==> config.mk <==
export PLATFORM = sky130hd
export DESIGN_NAME = decode_stage_flat
export DESIGN_NICKNAME = d
export VERILOG_FILES = /design/src/rtl/decode_stage_if.sv /design/src/rtl/decode_stage.sv /design/src/flat_wrapper.sv
export SDC_FILE = /design/constraint.sdc
export NUM_CORES = 1
export LEC_CHECK = 0
export ABC_AREA = 1
export ABC_CLOCK_PERIOD_IN_PS = 1800
export BUFFER_PORTS_ARGS = -buffer_cell sky130_fd_sc_hd__buf_2
export CORE_MARGIN = 2
export CORE_UTILIZATION = 48
export CTS_CLUSTER_SIZE = 28
export DETAILED_ROUTE_END_ITERATION = 12
export PLACE_DENSITY = 0.77
export SLEW_MARGIN = 20
export SYNTH_ARGS = -nofsm -noshare
export SYNTH_HDL_FRONTEND = slang
export SYNTH_SLANG_ARGS = --single-unit
export TNS_END_PERCENT = 50
==> constraint.sdc <==
create_clock -name clk -period 1.8 [get_ports clk]
set_input_delay 0.09 -clock clk [delete_from_list [all_inputs] [get_ports clk]]
set_output_delay 0.09 -clock clk [all_outputs]
set_load 0.02 [all_outputs]
==> src/rtl/decode_stage_if.sv <==
// Fetch/execute handshake bundle for decode_stage: fetch-side valid/ready,
// execute-side decoded fields, writeback notification, flush and stall count.
interface decode_stage_if #(
  parameter int unsigned INSTRUCTION_WIDTH = 32,
  parameter int unsigned OPCODE_SIZE       = 4,
  parameter int unsigned REGFILE_ADDR_BITS = 4,
  parameter int unsigned DATA_WIDTH        = 32,
  parameter int unsigned STALL_CNT_WIDTH   = 16
);
  logic                         in_valid;
  logic                         in_ready;
  logic [INSTRUCTION_WIDTH-1:0] in_instr;

  logic                         out_valid;
  logic                         out_ready;
  logic [OPCODE_SIZE-1:0]       out_opcode;
  logic [REGFILE_ADDR_BITS-1:0] out_r1;
  logic [REGFILE_ADDR_BITS-1:0] out_r2;
  logic [REGFILE_ADDR_BITS-1:0] out_rd;
  logic [DATA_WIDTH-1:0]        out_imm;
  logic                         out_we;
  logic                         out_is_load;
  logic                         out_is_store;
  logic                         out_is_branch;
  logic                         out_illegal;

  logic                         wb_valid;
  logic [REGFILE_ADDR_BITS-1:0] wb_rd;
  logic                         flush;
  logic [STALL_CNT_WIDTH-1:0]   stall_cnt;

  modport slave (
    input  in_valid, in_instr, out_ready, wb_valid, wb_rd, flush,
    output in_ready, out_valid, out_opcode, out_r1, out_r2, out_rd, out_imm,
           out_we, out_is_load, out_is_store, out_is_branch, out_illegal,
           stall_cnt
  );

  modport master (
    output in_valid, in_instr, out_ready, wb_valid, wb_rd, flush,
    input  in_ready, out_valid, out_opcode, out_r1, out_r2, out_rd, out_imm,
           out_we, out_is_load, out_is_store, out_is_branch, out_illegal,
           stall_cnt
  );
endinterface

==> src/rtl/decode_stage.sv <==
// Registered instruction-decode stage: field split, per-class normalisation,
// immediate extension, RAW scoreboard with fetch stall, saturating stall count.
module decode_stage #(
  parameter int unsigned              INSTRUCTION_WIDTH = 32,
  parameter int unsigned              OPCODE_SIZE       = 4,
  parameter int unsigned              REGFILE_ADDR_BITS = 4,
  parameter int unsigned              IMMEDIATE_WIDTH   = 16,
  parameter int unsigned              DATA_WIDTH        = 32,
  parameter logic [OPCODE_SIZE-1:0]   OP_ADD            = 4'h1,
  parameter logic [OPCODE_SIZE-1:0]   OP_LOAD           = 4'h2,
  parameter logic [OPCODE_SIZE-1:0]   OP_STORE          = 4'h3,
  parameter logic [OPCODE_SIZE-1:0]   OP_BNE            = 4'h4,
  parameter int unsigned              STALL_CNT_WIDTH   = 16
) (
  input  logic          clk,
  input  logic          rst_n,
  decode_stage_if.slave bus
);

  localparam int unsigned NREGS  = 1 << REGFILE_ADDR_BITS;
  localparam int unsigned OP_MSB = INSTRUCTION_WIDTH - 1;
  localparam int unsigned R1_MSB = INSTRUCTION_WIDTH - OPCODE_SIZE - 1;
  localparam int unsigned R2_MSB = R1_MSB - REGFILE_ADDR_BITS;
  localparam int unsigned RD_MSB = R2_MSB - REGFILE_ADDR_BITS;

  logic [OPCODE_SIZE-1:0]       opcode;
  logic [REGFILE_ADDR_BITS-1:0] raw_r1;
  logic [REGFILE_ADDR_BITS-1:0] raw_r2;
  logic [REGFILE_ADDR_BITS-1:0] raw_rd;
  logic [IMMEDIATE_WIDTH-1:0]   raw_imm;
  logic [DATA_WIDTH-1:0]        imm_zext;
  logic [DATA_WIDTH-1:0]        imm_sext;

  assign opcode   = bus.in_instr[OP_MSB -: OPCODE_SIZE];
  assign raw_r1   = bus.in_instr[R1_MSB -: REGFILE_ADDR_BITS];
  assign raw_r2   = bus.in_instr[R2_MSB -: REGFILE_ADDR_BITS];
  assign raw_rd   = bus.in_instr[RD_MSB -: REGFILE_ADDR_BITS];
  assign raw_imm  = bus.in_instr[IMMEDIATE_WIDTH-1:0];
  assign imm_zext = DATA_WIDTH'(raw_imm);
  assign imm_sext = DATA_WIDTH'($signed(raw_imm));

  logic [REGFILE_ADDR_BITS-1:0] d_r1;
  logic [REGFILE_ADDR_BITS-1:0] d_r2;
  logic [REGFILE_ADDR_BITS-1:0] d_rd;
  logic [DATA_WIDTH-1:0]        d_imm;
  logic                         d_we;
  logic                         d_load;
  logic                         d_store;
  logic                         d_branch;
  logic                         d_illegal;
  logic                         reads_s1;
  logic                         reads_s2;
  logic                         use_sext;

  always_comb begin
    d_r1      = raw_r1;
    d_r2      = raw_r2;
    d_rd      = raw_rd;
    d_we      = 1'b0;
    d_load    = 1'b0;
    d_store   = 1'b0;
    d_branch  = 1'b0;
    d_illegal = 1'b0;
    reads_s1  = 1'b0;
    reads_s2  = 1'b0;
    use_sext  = 1'b0;
    case (opcode)
      OP_ADD: begin
        d_we     = 1'b1;
        reads_s1 = 1'b1;
        reads_s2 = 1'b1;
      end
      OP_LOAD: begin
        d_r1     = '0;
        d_rd     = raw_r2;
        d_we     = 1'b1;
        use_sext = 1'b1;
        d_load   = 1'b1;
      end
      OP_STORE: begin
        d_r1     = '0;
        d_rd     = raw_r2;
        reads_s2 = 1'b1;
        use_sext = 1'b1;
        d_store  = 1'b1;
      end
      OP_BNE: begin
        d_rd     = '0;
        reads_s1 = 1'b1;
        reads_s2 = 1'b1;
        use_sext = 1'b1;
        d_branch = 1'b1;
      end
      default: d_illegal = 1'b1;
    endcase
    // Writes to r0 are dropped so r0 can never become busy.
    if (d_rd == '0) d_we = 1'b0;
    d_imm = use_sext ? imm_sext : imm_zext;
  end

  logic [NREGS-1:0] busy;
  logic             s1_busy;
  logic             s2_busy;
  logic             hazard;
  logic             accept;
  logic             issue;

  // A same-cycle writeback releases a busy source; the held, not-yet-issued
  // instruction counts as an in-flight writer.
  assign s1_busy = (busy[d_r1] && !(bus.wb_valid && bus.wb_rd == d_r1)) ||
                   (bus.out_valid && bus.out_we && bus.out_rd == d_r1);
  assign s2_busy = (busy[d_r2] && !(bus.wb_valid && bus.wb_rd == d_r2)) ||
                   (bus.out_valid && bus.out_we && bus.out_rd == d_r2);
  assign hazard  = (reads_s1 && s1_busy) || (reads_s2 && s2_busy);

  assign bus.in_ready = !bus.flush && !hazard && (!bus.out_valid || bus.out_ready);
  assign accept       = bus.in_valid && bus.in_ready;
  assign issue        = bus.out_valid && bus.out_ready && !bus.flush;

  logic [NREGS-1:0] wb_mask;
  logic [NREGS-1:0] set_mask;

  always_comb begin
    wb_mask  = '0;
    set_mask = '0;
    if (bus.wb_valid) wb_mask[bus.wb_rd] = 1'b1;
    if (issue && bus.out_we) set_mask[bus.out_rd] = 1'b1;
  end

  always_ff @(posedge clk or negedge rst_n) begin
    if (!rst_n) begin
      bus.out_valid     <= 1'b0;
      bus.out_opcode    <= '0;
      bus.out_r1        <= '0;
      bus.out_r2        <= '0;
      bus.out_rd        <= '0;
      bus.out_imm       <= '0;
      bus.out_we        <= 1'b0;
      bus.out_is_load   <= 1'b0;
      bus.out_is_store  <= 1'b0;
      bus.out_is_branch <= 1'b0;
      bus.out_illegal   <= 1'b0;
    end else if (accept) begin
      bus.out_valid     <= 1'b1;
      bus.out_opcode    <= opcode;
      bus.out_r1        <= d_r1;
      bus.out_r2        <= d_r2;
      bus.out_rd        <= d_rd;
      bus.out_imm       <= d_imm;
      bus.out_we        <= d_we;
      bus.out_is_load   <= d_load;
      bus.out_is_store  <= d_store;
      bus.out_is_branch <= d_branch;
      bus.out_illegal   <= d_illegal;
    end else if (bus.flush || bus.out_ready) begin
      bus.out_valid <= 1'b0;
    end
  end

  // Set from issue is OR-ed after the writeback clear so the set wins.
  always_ff @(posedge clk or negedge rst_n) begin
    if (!rst_n) begin
      busy <= '0;
    end else begin
      busy <= {(busy[NREGS-1:1] & ~wb_mask[NREGS-1:1]) | set_mask[NREGS-1:1], 1'b0};
    end
  end

  always_ff @(posedge clk or negedge rst_n) begin
    if (!rst_n) begin
      bus.stall_cnt <= '0;
    end else if (bus.in_valid && hazard && (bus.stall_cnt != '1)) begin
      bus.stall_cnt <= bus.stall_cnt + STALL_CNT_WIDTH'(1);
    end
  end

endmodule

==> src/flat_wrapper.sv <==
// flat-port wrapper written by rule: the top's interface ports become plain ports
module decode_stage_flat 
#(
  parameter int unsigned              INSTRUCTION_WIDTH = 32,
  parameter int unsigned              OPCODE_SIZE       = 4,
  parameter int unsigned              REGFILE_ADDR_BITS = 4,
  parameter int unsigned              IMMEDIATE_WIDTH   = 16,
  parameter int unsigned              DATA_WIDTH        = 32,
  parameter logic [OPCODE_SIZE-1:0]   OP_ADD            = 4'h1,
  parameter logic [OPCODE_SIZE-1:0]   OP_LOAD           = 4'h2,
  parameter logic [OPCODE_SIZE-1:0]   OP_STORE          = 4'h3,
  parameter logic [OPCODE_SIZE-1:0]   OP_BNE            = 4'h4,
  parameter int unsigned              STALL_CNT_WIDTH   = 16
)
  (clk, rst_n, bus_in_valid, bus_in_instr, bus_out_ready, bus_wb_valid, bus_wb_rd, bus_flush, bus_in_ready, bus_out_valid, bus_out_opcode, bus_out_r1, bus_out_r2, bus_out_rd, bus_out_imm, bus_out_we, bus_out_is_load, bus_out_is_store, bus_out_is_branch, bus_out_illegal, bus_stall_cnt);
  decode_stage_if #(.INSTRUCTION_WIDTH(INSTRUCTION_WIDTH), .OPCODE_SIZE(OPCODE_SIZE), .REGFILE_ADDR_BITS(REGFILE_ADDR_BITS), .DATA_WIDTH(DATA_WIDTH), .STALL_CNT_WIDTH(STALL_CNT_WIDTH)) bus_i ();
  input  logic clk;
  input  logic rst_n;
  input wire logic [$bits(bus_i.in_valid)-1:0] bus_in_valid;
  input wire logic [$bits(bus_i.in_instr)-1:0] bus_in_instr;
  input wire logic [$bits(bus_i.out_ready)-1:0] bus_out_ready;
  input wire logic [$bits(bus_i.wb_valid)-1:0] bus_wb_valid;
  input wire logic [$bits(bus_i.wb_rd)-1:0] bus_wb_rd;
  input wire logic [$bits(bus_i.flush)-1:0] bus_flush;
  output wire logic [$bits(bus_i.in_ready)-1:0] bus_in_ready;
  output wire logic [$bits(bus_i.out_valid)-1:0] bus_out_valid;
  output wire logic [$bits(bus_i.out_opcode)-1:0] bus_out_opcode;
  output wire logic [$bits(bus_i.out_r1)-1:0] bus_out_r1;
  output wire logic [$bits(bus_i.out_r2)-1:0] bus_out_r2;
  output wire logic [$bits(bus_i.out_rd)-1:0] bus_out_rd;
  output wire logic [$bits(bus_i.out_imm)-1:0] bus_out_imm;
  output wire logic [$bits(bus_i.out_we)-1:0] bus_out_we;
  output wire logic [$bits(bus_i.out_is_load)-1:0] bus_out_is_load;
  output wire logic [$bits(bus_i.out_is_store)-1:0] bus_out_is_store;
  output wire logic [$bits(bus_i.out_is_branch)-1:0] bus_out_is_branch;
  output wire logic [$bits(bus_i.out_illegal)-1:0] bus_out_illegal;
  output wire logic [$bits(bus_i.stall_cnt)-1:0] bus_stall_cnt;
  assign bus_i.in_valid = bus_in_valid;
  assign bus_i.in_instr = bus_in_instr;
  assign bus_i.out_ready = bus_out_ready;
  assign bus_i.wb_valid = bus_wb_valid;
  assign bus_i.wb_rd = bus_wb_rd;
  assign bus_i.flush = bus_flush;
  assign bus_in_ready = bus_i.in_ready;
  assign bus_out_valid = bus_i.out_valid;
  assign bus_out_opcode = bus_i.out_opcode;
  assign bus_out_r1 = bus_i.out_r1;
  assign bus_out_r2 = bus_i.out_r2;
  assign bus_out_rd = bus_i.out_rd;
  assign bus_out_imm = bus_i.out_imm;
  assign bus_out_we = bus_i.out_we;
  assign bus_out_is_load = bus_i.out_is_load;
  assign bus_out_is_store = bus_i.out_is_store;
  assign bus_out_is_branch = bus_i.out_is_branch;
  assign bus_out_illegal = bus_i.out_illegal;
  assign bus_stall_cnt = bus_i.stall_cnt;
  decode_stage #(.INSTRUCTION_WIDTH(INSTRUCTION_WIDTH), .OPCODE_SIZE(OPCODE_SIZE), .REGFILE_ADDR_BITS(REGFILE_ADDR_BITS), .IMMEDIATE_WIDTH(IMMEDIATE_WIDTH), .DATA_WIDTH(DATA_WIDTH), .OP_ADD(OP_ADD), .OP_LOAD(OP_LOAD), .OP_STORE(OP_STORE), .OP_BNE(OP_BNE), .STALL_CNT_WIDTH(STALL_CNT_WIDTH)) u_core (.clk(clk), .rst_n(rst_n), .bus(bus_i));
endmodule
---- After elaboration in Yosys (flattened, before gate mapping) ----
Cells that the tools add are included.
word-level totals
  bits of input ports ..................... 42
  register bits ........................... 85
  latch bits .............................. 0
  word-level logic and storage cells ...... 93
  bits in read-only memories .............. 0
  output and inout port bits .............. 71
  RAM bits ................................ 0
  memories ................................ 0
cells by class
  div/mod/pow operators ................... 0
  reductions and logical operators ........ 37
  multiply operators ...................... 0
  bitwise operators ....................... 3
  mux-type cells .......................... 24
  $lt $le $gt $ge ......................... 6
  equality and inequality tests ........... 9
  add/subtract/negate cells ............... 1
  shift operators ......................... 0
operator list
  cell                                                                                 number
  16-bit two-way mux                                                                   2
  32-bit two-way mux                                                                   1
  4-bit by 5-bit less-than comparator with 1-bit output, second input constant         4
  1-bit logical AND                                                                    19
  16-bit by 1-bit adder with 16-bit output, second input constant                      1
  4-bit == test                                                                        4
  16-bit inequality test, second input constant                                        1
  15-bit bitwise AND                                                                   1
  1-bit two-way mux                                                                    15
  15-bit NOT                                                                           1
  15-bit OR                                                                            1
  1-bit binary-select mux with 4-bit select                                            2
  1-bit demux with 4-bit select                                                        2
  4-bit by 2-bit == test with 1-bit output, second input constant                      2
  4-bit by 1-bit greater-or-equal comparator with 1-bit output, second input constant  2
  4-bit case mux with 2 select lines                                                   1
  2-bit OR reduction                                                                   3
  3-bit OR reduction                                                                   2
  1-bit zero test                                                                      5
  1-bit logical OR                                                                     5
  4-bit by 1-bit == test with 1-bit output, second input constant                      1
  4-bit by 3-bit == test with 1-bit output, second input constant                      1
  4-bit zero test                                                                      1
  4-bit two-way mux                                                                    1
  other kinds (2)                                                                      2

---- Depth between registers and ports, before layout ----
Gate-level depths: netlist (run 1).
  depth after elaboration ................. 15
  depth in mapped cells ................... 16
  mapped depth without buffers ............ 15

---- Worst setup path after synthesis (run 1) ----
Ideal clock, no wire load.
  path kind ............................... register -> register
  start point ............................. register u_core.bus.stall_cnt[0] in the netlist's numbering
  end point ............................... register u_core.bus.stall_cnt[12] in the netlist's numbering
  arrival ................................. 2.041 ns
  cell stages (with the launch flop) ...... 11
  setup time .............................. 0.066 ns
  setup slack ............................. -0.307 ns
  required time ........................... 1.734 ns
  period minus slack after synthesis ...... 2.107 ns
  path buffers ............................ 2
  cell sequence ........................... dfrtp_1 ha_1 nand3_1 nor2_1 nand2_1 or4_1 buf_2 nand3_4 buf_4 nand2_1 nand2_1
on the way
  longest elaborated chain between the ends .. 2
  elaborated cells on any way between the ends .. 3
  those cells by class .................... 1 x add/sub; 1 x eq/ne; 1 x reduce/logical
RTL lines
  element                                                                                           line                   source
  start: declaration                                                                                decode_stage_if.sv:36  stall_cnt
  start signal: assignment                                                                          decode_stage.sv:173    bus.stall_cnt <= bus.stall_cnt + STALL_CNT_WIDTH'(1);
  parallel branches: the longest is 2 deep, another holds 16-bit by 1-bit adder with 16-bit output  --
Several ways; the timed one is not identified.
A chain may end at the register's enable or synchronous reset.

---- Worst setup path after layout (run 1) ----
  start point ............................. register u_core.busy[10]
  end point ............................... output port bus_in_ready
on the way
  longest elaborated chain between the ends .. 9
  elaborated cells on any way between the ends .. 14
  those cells by class .................... 4 x mux; 10 x reduce/logical
RTL lines
  element                                                       line                                      source
  start: declaration                                            decode_stage.sv:101                       logic [NREGS-1:0] busy;
  start signal: assignment                                      decode_stage.sv:165                       busy <= {(busy[NREGS-1:1] & ~wb_mask[NREGS-1:1]) | set_mask[NREGS-1:1], 1'b0};
  1-bit binary-select mux with 4-bit select (on tied branches)  decode_stage.sv:110, decode_stage.sv:112
  1-bit two-way mux (on tied branches)                          decode_stage.sv:110, decode_stage.sv:112
  1-bit logical AND (on tied branches)                          decode_stage.sv:110, decode_stage.sv:112
  1-bit logical OR (on tied branches)                           decode_stage.sv:110, decode_stage.sv:112
  1-bit logical AND                                             decode_stage.sv:114                       assign hazard = (reads_s1 && s1_busy) || (reads_s2 && s2_busy);
  1-bit logical OR (*)                                          decode_stage.sv:114
  1-bit zero test (*)                                           decode_stage.sv:116                       assign bus.in_ready = !bus.flush && !hazard && (!bus.out_valid || bus.out_ready);
  1-bit logical AND (*) (2 in a row)                            decode_stage.sv:116
  end: declaration                                              flat_wrapper.sv:25                        output wire logic [$bits(bus_i.in_ready)-1:0] bus_in_ready;
Mark *: on every way between the ends. The rest lies on a longest branch, timed or not. The select of a mux whose other input is x is not followed.

==> metrics.csv, run 1 <==
stage,metric,value,unit
worst_setup_path,Slowest Stage Delay on Critical Path,0.39,ns
placed_design,gpl congestion,1.08,
sta,Finish-stage setup viols,40,
synthesis,Post-synth top cells,"175 x nand2_1, 70 x dfrtp_1, 58 x nand4_1",
sta,Final min period,2.10,ns
final_layout,footprint of the multi-input gates,2210,sq um
floorplan,die width,96.8,microns
worst_setup_path,R2R setup slack,-0.25,ns
worst_setup_path,cell at the slowest stage of the critical path,dfrtp_1,
synthesis,"EDFF count, synth",0,
route,Starting DRT DRC Count,424,
global_route,initial antenna violation count,0,
clocking,CTS root buffer,clkbuf_8,
final_layout,final std cells w/o fill,829,
final_layout,fillcell total,676,
run_status,violated checks,negative setup slack,
worst_setup_path,CP Capture Type,output pin,
clocking,CTS Sinks,70,
pwr,PwrDens,822,nW/um^2
worst_setup_path,Critical Path RT,1.71,ns
final_layout,Nets,762,
sta,RSZ-0062 raised after global routing,yes,
worst_hold_path,hold crit path type,in2reg,
final_layout,register area,1760,sq um
synthesis,#FFs+latches synth,70,
placed_design,Post-Place Cells,786,
global_route,gr ovfl total,0,
worst_setup_path,"Cell Chain, Critical Path",buf_4 -> nand2_1 -> nand3_1 -> nand3_2 -> nand3_2 -> nand3_2 -> nand2_2 -> a21oi_2 -> buf_4 -> nand2_2 -> nor2_2 -> buf_6,
synthesis,Yosys top cell area share,42.4,%
clocking,H-tree Lvls,3,
route,"antenna viol nets, final",0,
route,Via Count,4659,
sta,"Slew Viols, Final",0,
worst_setup_path,Worst R2R End,u_core.bus.out_imm[2]$_DFFE_PN0P_,
sta,headroom to the max-slew limit,59.2,%
global_route,global-route wire length before repair,21.4,mm
worst_hold_path,Worst Hold End,u_core.bus.out_opcode[0]$_DFFE_PN0P_,
pwr,maximum resistive drop on vdd,632,uV
worst_setup_path,critical path class,reg2out,
worst_setup_path,crit-path leading delay family,simple AND/OR/NAND/NOR gates,
worst_setup_path,CP Max Fanout,2,
worst_setup_path,CP arrival,2.01,ns
synthesis,count of unique library cells instantiated by Yosys,31,
worst_setup_path,crit start category,flop,
placed_design,post-DP HPWL,9.34,mm
clocking,CTS max path bufs,2,
route,DRT Pass-1 Iters,5,
sta,Max Fclk,477,MHz
clocking,Worst-path clk slew,0.08,ns
floorplan,CORE AREA,8300,sq um
sta,minimum hold slack,0.0155,ns
clocking,total CTS buffers,9,
synthesis,Syn Area/Cell,7.51,sq um
worst_hold_path,Hold Path Depth,3,
synthesis,Most used DFF post-synth,dfrtp_1,
final_layout,Layout area overhead,40.7,%
floorplan,Die H,96.8,microns
synthesis,Yosys top cell by area,dfrtp_1,
final_layout,ANT cells,0,
worst_setup_path,"Buf+Inv Stages, Crit Path",3,
worst_setup_path,Reg2Reg Depth,14,
route,drt wl/cell,16.1,microns
placed_design,IO Port Bufs,112,
sta,worst setup margin,-0.296,ns
route,WL final,13.4,mm
placed_design,dpl cell area,5100,sq um
synthesis,sequential share of the synthesized area,42.4,%
pwr,Pleak,3.06,nW
clocking,CTS tree,built,
sta,fin crit share,116,%
synthesis,Synth async-reset ratio,100,%
synthesis,Cells after Synth,550,
global_route,vias in the first global route,4446,
sta,Final Hold Viols,0,
global_route,GRT Total Usage,27.6,%
floorplan,initial core utilization,49.8,%
worst_setup_path,crit-path most repeated cell,nand3_2,
global_route,largest net degree at the start of global routing,36,
final_layout,layout cell share with drive strength beyond 1,37.4,%
route,drt via density,5.62,
run_status,status,"finished, violations left",
floorplan,# rows,33,
final_layout,Finished Cell Area,5820,sq um
route,drt drc,0,
clocking,clock insertion delay at the later pin of the skew report,0.37,ns
floorplan,die area,9370,sq um
synthesis,post-synth net total,593,
sta,worst-margin pin slew,0.613,ns
sta,clk_skew,0.0140,ns
worst_hold_path,HP Start,bus_in_instr[28],
synthesis,Synth Cell Area,4130,sq um
job,Max-cap violations,0,
synthesis,Ys Warns,0,
worst_setup_path,FF-to-FF Start,u_core.busy[10]$_DFF_PN0_,
synthesis,top post-synthesis cells by area,"dfrtp_1 42%, nand2_1 16%, nand4_1 8.8%, nand3_1 5.6%, o21ai_0 3.8%",
floorplan,IO Count,113,
synthesis,cell with the most instances after synthesis,nand2_1,
==> layer usage <==
metal  routed length (microns)  vias to the layer above  GRT usage [%]  share of wire, %
met3                      1120                       36           5.35               8.4
met4                       267                        0           8.78               2.0
met2                      6350                      249           43.5                47
met1                      5650                     2180           38.7                42
met5                         0                        -              0                 0
li1                          -                     2194              -                 -
==> worst max-delay path by stage <==
stage	slack, ns	cells after the start	end	startpoint
finish	-0.30	12	bus_in_ready	u_core.busy[10]$_DFF_PN0_
CTS	-0.20	12	bus_in_ready	u_core.busy[9]$_DFF_PN0_
global route	-0.41	15	bus_in_ready	u_core.busy[3]$_DFF_PN0_
detailed placement	-0.13	15	u_core.bus.out_imm[0]$_DFFE_PN0P_	bus_in_instr[20]
global placement	-0.03	15	u_core.bus.stall_cnt[15]$_DFFE_PN0P_	bus_in_instr[20]
floorplan	-0.09	10	u_core.bus.stall_cnt[12]$_DFFE_PN0P_	u_core.bus.stall_cnt[0]$_DFFE_PN0P_
==> placed cells by master (no fill, tap or decap), types with 11 or more instances in the layout <==
master / n
buf_4: 61
nor3_1: 11
o21ai_0: 31
inv_1: 33
buf_2: 111
nand4_1: 58
dfrtp_1: 66
nand2_2: 26
dlygate4sd3_1: 17
nand2_4: 11
nand3_1: 37
nand2_1: 142
nor2_1: 15
==> stage by stage <==
step / setup WS (ns) / total power [mW] / utilization, % / setup TNS [ns]
3_3_place_gp: -0.0315 / 3.32 / 61.5 / -0.831
3_5_place_dp: -0.130 / 3.36 / 61.5 / -4.12
2_1_floorplan: -0.0898 / 2.77 / - / -1.00
5_1_grt: -0.414 / 5.02 / 70.1 / -12.90
6_report: -0.296 / 4.78 / 70.1 / -7.18
4_1_cts: -0.196 / 4.64 / 66.3 / -0.196
==> flip-flops by register name (all words and copies together), names as in the netlist <==
signal	cells
u_core.bus.out_is_load	1
u_core.bus.out_valid	1
u_core.bus.out_opcode	4
u_core.bus.out_is_branch	1
u_core.bus.out_we	1
u_core.bus.out_rd	4
u_core.bus.stall_cnt	16
u_core.bus.out_imm	17
u_core.busy	15
u_core.bus.out_illegal	1
u_core.bus.out_r1	4
u_core.bus.out_is_store	1
u_core.bus.out_r2	4
==> worst register-to-register path: cells and delay by family (launching register included) <==
kind | cells | cell delay [ns]
buffers and inverters | 4 | 0.68
DFF | 1 | 0.39
and+or+nand+nor | 10 | 0.88
==> cell families after synthesis <==
kind of cell	synth area share, %
compound gates	7.72
simple gates	36.1
flops	42.4
fa+ha+maj	0.303
xor+xnor	3.39
buf+inv	10.1
==> power by group <==
group	switching (mW)	total, mW	internal [mW]
clock	0.715	1.25	0.533
combinational	0.967	1.58	0.614
sequential	0.184	1.95	1.77
total	1.87	4.78	2.91
==> area by class of cell <==
type / instances / share of cell area, %
Timing Repair Buffer: 201 / 23.6
Sequential cell: 70 / 30.2
Multi-Input combinational cell: 396 / 38.1
Tap cell: 105 / 2.26
Clock inverter: 7 / 1.10
Inverter: 41 / 2.65
Clock buffer: 9 / 2.13
==> what timing repair did <==
action / 4_1_cts / 5_1_grt
endpoints found under the setup margin: 42 / 56
pin swaps: 0 / 15
gates cloned: 1 / 3
resized for setup: 6 / 63
setup buffers: 1 / 5
endpoints found under the hold margin: 39 / 0
hold buffers: 17 / 0
No activity file was read; power rests on OpenSTA's default activity.
==> inputs of run 2 (changes only) <==
--- a/config.mk
+++ b/config.mk
@@ -13,6 +13,7 @@
 export CTS_CLUSTER_SIZE = 28
 export DETAILED_ROUTE_END_ITERATION = 12
 export PLACE_DENSITY = 0.77
+export SKIP_CTS_REPAIR_TIMING = 1
 export SLEW_MARGIN = 20
 export SYNTH_ARGS = -nofsm -noshare
 export SYNTH_HDL_FRONTEND = slang
==> run 2 against run 1 <==
  * The flow finishes with violations (negative hold slack, negative setup slack)
  * Final cell count fell by 0.84%
  * Design area fell by 1.4%
  * Critical path depth did not move
  * Non-clock buffer count fell by 7
  * Worst setup slack improved by 0.040 ns
  * Flip-flop and latch count did not move
  * Via count fell by 0.56%
  * Clock power barely moved
  * Sequential power barely moved
  * Register-to-register slack improved by 0.04 ns
  * Critical endpoint unchanged
  * Highest routed layer unchanged
==> metrics.csv, run 2 (synthesis results as in run 1) <==
stage,metric,value,unit,change
run_status,status,"finished, violations left",,unchanged
run_status,violated checks,"negative hold slack, negative setup slack",,was negative setup slack
floorplan,IO Count,113,,unchanged
final_layout,Layout area overhead,38.8,%,was 40.7%
pwr,maximum resistive drop on vdd,628,uV,was 632 uV
final_layout,Regs by FF count,"u_core.bus.out_imm (17), u_core.bus.stall_cnt (16), u_core.busy (15)",,unchanged
pwr,clock power share,26.2,%,was 26.1%
route,DRT Pass-1 Iters,6,,was 5
clocking,Worst-path clk slew,0.10,ns,was 0.08 ns
sta,Setup TNS,-5.29,ns,was -7.18 ns
worst_hold_path,hold crit path type,in2reg,,unchanged
clocking,clock insertion delay at the later pin of the skew report,0.36,ns,was 0.37 ns
clocking,CTS Sinks,70,,unchanged
final_layout,Nets,755,,was 762
sta,RSZ-0062 raised after global routing,yes,,unchanged
sta,Finish-stage setup viols,40,,unchanged
floorplan,Die H,96.8,microns,unchanged
global_route,gr ovfl total,0,,unchanged
final_layout,"commonest non-fill, non-tap cell in the layout",nand2_1,,unchanged
route,"antenna viol nets, final",0,,unchanged
route,Via Count,4633,,was 4659
clocking,H-tree Lvls,3,,unchanged
final_layout,"commonest cells after routing, fill and taps aside","142 x nand2_1, 111 x buf_2, 66 x dfrtp_1",,unchanged
sta,minimum hold slack,-0.0190,ns,was 0.0155 ns
worst_setup_path,CP Max Fanout,2,,unchanged
floorplan,initial core utilization,49.8,%,unchanged
final_layout,largest reg by FF count,u_core.bus.out_imm,,unchanged
floorplan,# rows,33,,unchanged
final_layout,max reg flops,17,,unchanged
route,WL final,13.4,mm,about the same
placed_design,post-DP HPWL,9.34,mm,unchanged
worst_setup_path,Slowest Stage Delay on Critical Path,0.39,ns,about the same
clocking,CTS tree,built,,unchanged
pwr,Sw Pwr,1.86,mW,was 1.87 mW
clocking,CTS max path bufs,2,,unchanged
sta,headroom to the max-slew limit,59.7,%,was 59.2%
pwr,PwrDens,830,nW/um^2,was 822 nW/um^2
floorplan,die width,96.8,microns,unchanged
pwr,combinational fraction of design power,32.9,%,was 33.1%
job,Max-cap violations,0,,unchanged
sta,Final Hold Viols,4,,was 0
sta,"Slew Viols, Final",0,,unchanged
worst_setup_path,critical path class,reg2out,,unchanged
worst_setup_path,CP Capture Type,output pin,,unchanged
final_layout,layout cell share with drive strength beyond 1,37.8,%,was 37.4%
route,drt wl/cell,16.3,microns,was 16.1 microns
worst_setup_path,"Cell Chain, Critical Path",buf_4 -> nand2_1 -> nand3_1 -> nand3_2 -> nand3_2 -> nand3_2 -> nand2_2 -> a21oi_2 -> buf_6 -> nand2_4 -> nor2_4 -> buf_6,,was buf_4 -> nand2_1 -> nand3_1 -> nand3_2 -> nand3_2 -> nand3_2 -> nand2_2 -> a21oi_2 -> buf_4 -> nand2_2 -> nor2_2 -> buf_6
final_layout,ANT cells,0,,unchanged
sta,fin crit share,114,%,was 116%
sta,worst setup margin,-0.256,ns,was -0.296 ns
pwr,Tot Pwr,4.76,mW,was 4.78 mW
pwr,Internal Power,2.90,mW,was 2.91 mW
worst_setup_path,crit start category,flop,,unchanged
clocking,total CTS buffers,9,,unchanged
placed_design,Place WS,-0.130,ns,unchanged
global_route,vias in the first global route,4341,,was 4446
global_route,largest net degree at the start of global routing,36,,unchanged
floorplan,CORE AREA,8300,sq um,unchanged
worst_setup_path,Critical Path RT,1.71,ns,about the same
pwr,Pleak,3.03,nW,was 3.06 nW
sta,Max Fclk,486,MHz,was 477 MHz
sta,clk_skew,0.0136,ns,was 0.0140 ns
worst_setup_path,CP arrival,1.97,ns,was 2.01 ns
final_layout,Finished Cell Area,5740,sq um,was 5820 sq um
global_route,GRT Total Usage,27.0,%,was 27.6%
pwr,Sw Ratio,39.1,%,was 39.0%
placed_design,gpl congestion,1.08,,unchanged
placed_design,IO Port Bufs,112,,unchanged
global_route,global-route wire length before repair,21.0,mm,was 21.4 mm
route,drt via density,5.64,,was 5.62
final_layout,final std cells w/o fill,822,,was 829
final_layout,Util after Layout,69.1,%,was 70.1%
floorplan,die area,9370,sq um,unchanged
worst_setup_path,cell at the slowest stage of the critical path,dfrtp_1,,unchanged
route,Starting DRT DRC Count,475,,was 424
sta,worst-margin pin slew,0.605,ns,was 0.613 ns
clocking,CTS root buffer,clkbuf_8,,unchanged
placed_design,Post-Place Cells,786,,unchanged
worst_setup_path,crit-path most repeated cell,nand3_2,,unchanged
global_route,initial antenna violation count,0,,unchanged
sta,Final min period,2.06,ns,was 2.10 ns
placed_design,dpl cell area,5100,sq um,unchanged
pwr,Reg power frac,40.9,%,was 40.8%
route,drt drc,0,,unchanged
## run 2: worst paths after layout
| kind | startpoint | end | slack [ns] | cells after the start |
|---|---|---|---|---|
| setup / recovery | u_core.busy[10]$_DFF_PN0_ | bus_in_ready | -0.26 | 12 |
| hold / removal | bus_in_instr[1] | u_core.bus.out_imm[1]$_DFFE_PN0P_ | -0.02 | 3 |
| setup reg to reg | u_core.busy[10]$_DFF_PN0_ | u_core.bus.out_imm[11]$_DFFE_PN0P_ | -0.21 | 14 |
| hold reg to reg | u_core.bus.out_r1[3]$_DFFE_PN0P_ | u_core.bus.out_r1[3]$_DFFE_PN0P_ | 0.48 | 2 |
| max in group asynchronous | rst_n | u_core.bus.out_rd[0]$_DFFE_PN0P_ | 0.90 | 3 |
| min in group asynchronous | rst_n | u_core.busy[5]$_DFF_PN0_ | 0.26 | 2 |
## run 2: power groups by stage
stage          Combinational (mW)  Sequential (mW)  Clock (mW)
3_5_place_dp                 1.42             1.94           0
2_1_floorplan               0.604             2.17           0
3_3_place_gp                 1.38             1.94           0
6_report                     1.57             1.95        1.25
4_1_cts                      1.42             1.92        1.27
5_1_grt                      1.69             1.97        1.32
## run 2: area by class of cell
class,count,area [sq um]
clock buffer,9,124
fill,693,2560
multi-input combinational,396,2210
clock inverter,7,63.8
inverter,41,154
sequential,70,1760
timing repair buffer,194,1300
tap,105,131
## run 2: layer usage
layer  share of wire, %  wire length [microns]  vias to the layer above  track usage [%]
li1                   -                      -                     2177                -
met5                  0                      0                        -                0
met2                 48                   6410                      241             41.6
met1                 42                   5610                     2179             38.3
met3                8.2                   1100                       36             5.56
met4                2.1                    276                        0             8.99
## run 2: critical path, delay by kind of cell, from the launching register on
family	cells	cell delay (ns)
AOI/OAI and AO/OA	1	0.18
buffers and inverters	3	0.39
DFF	1	0.39
and+or+nand+nor	8	0.64
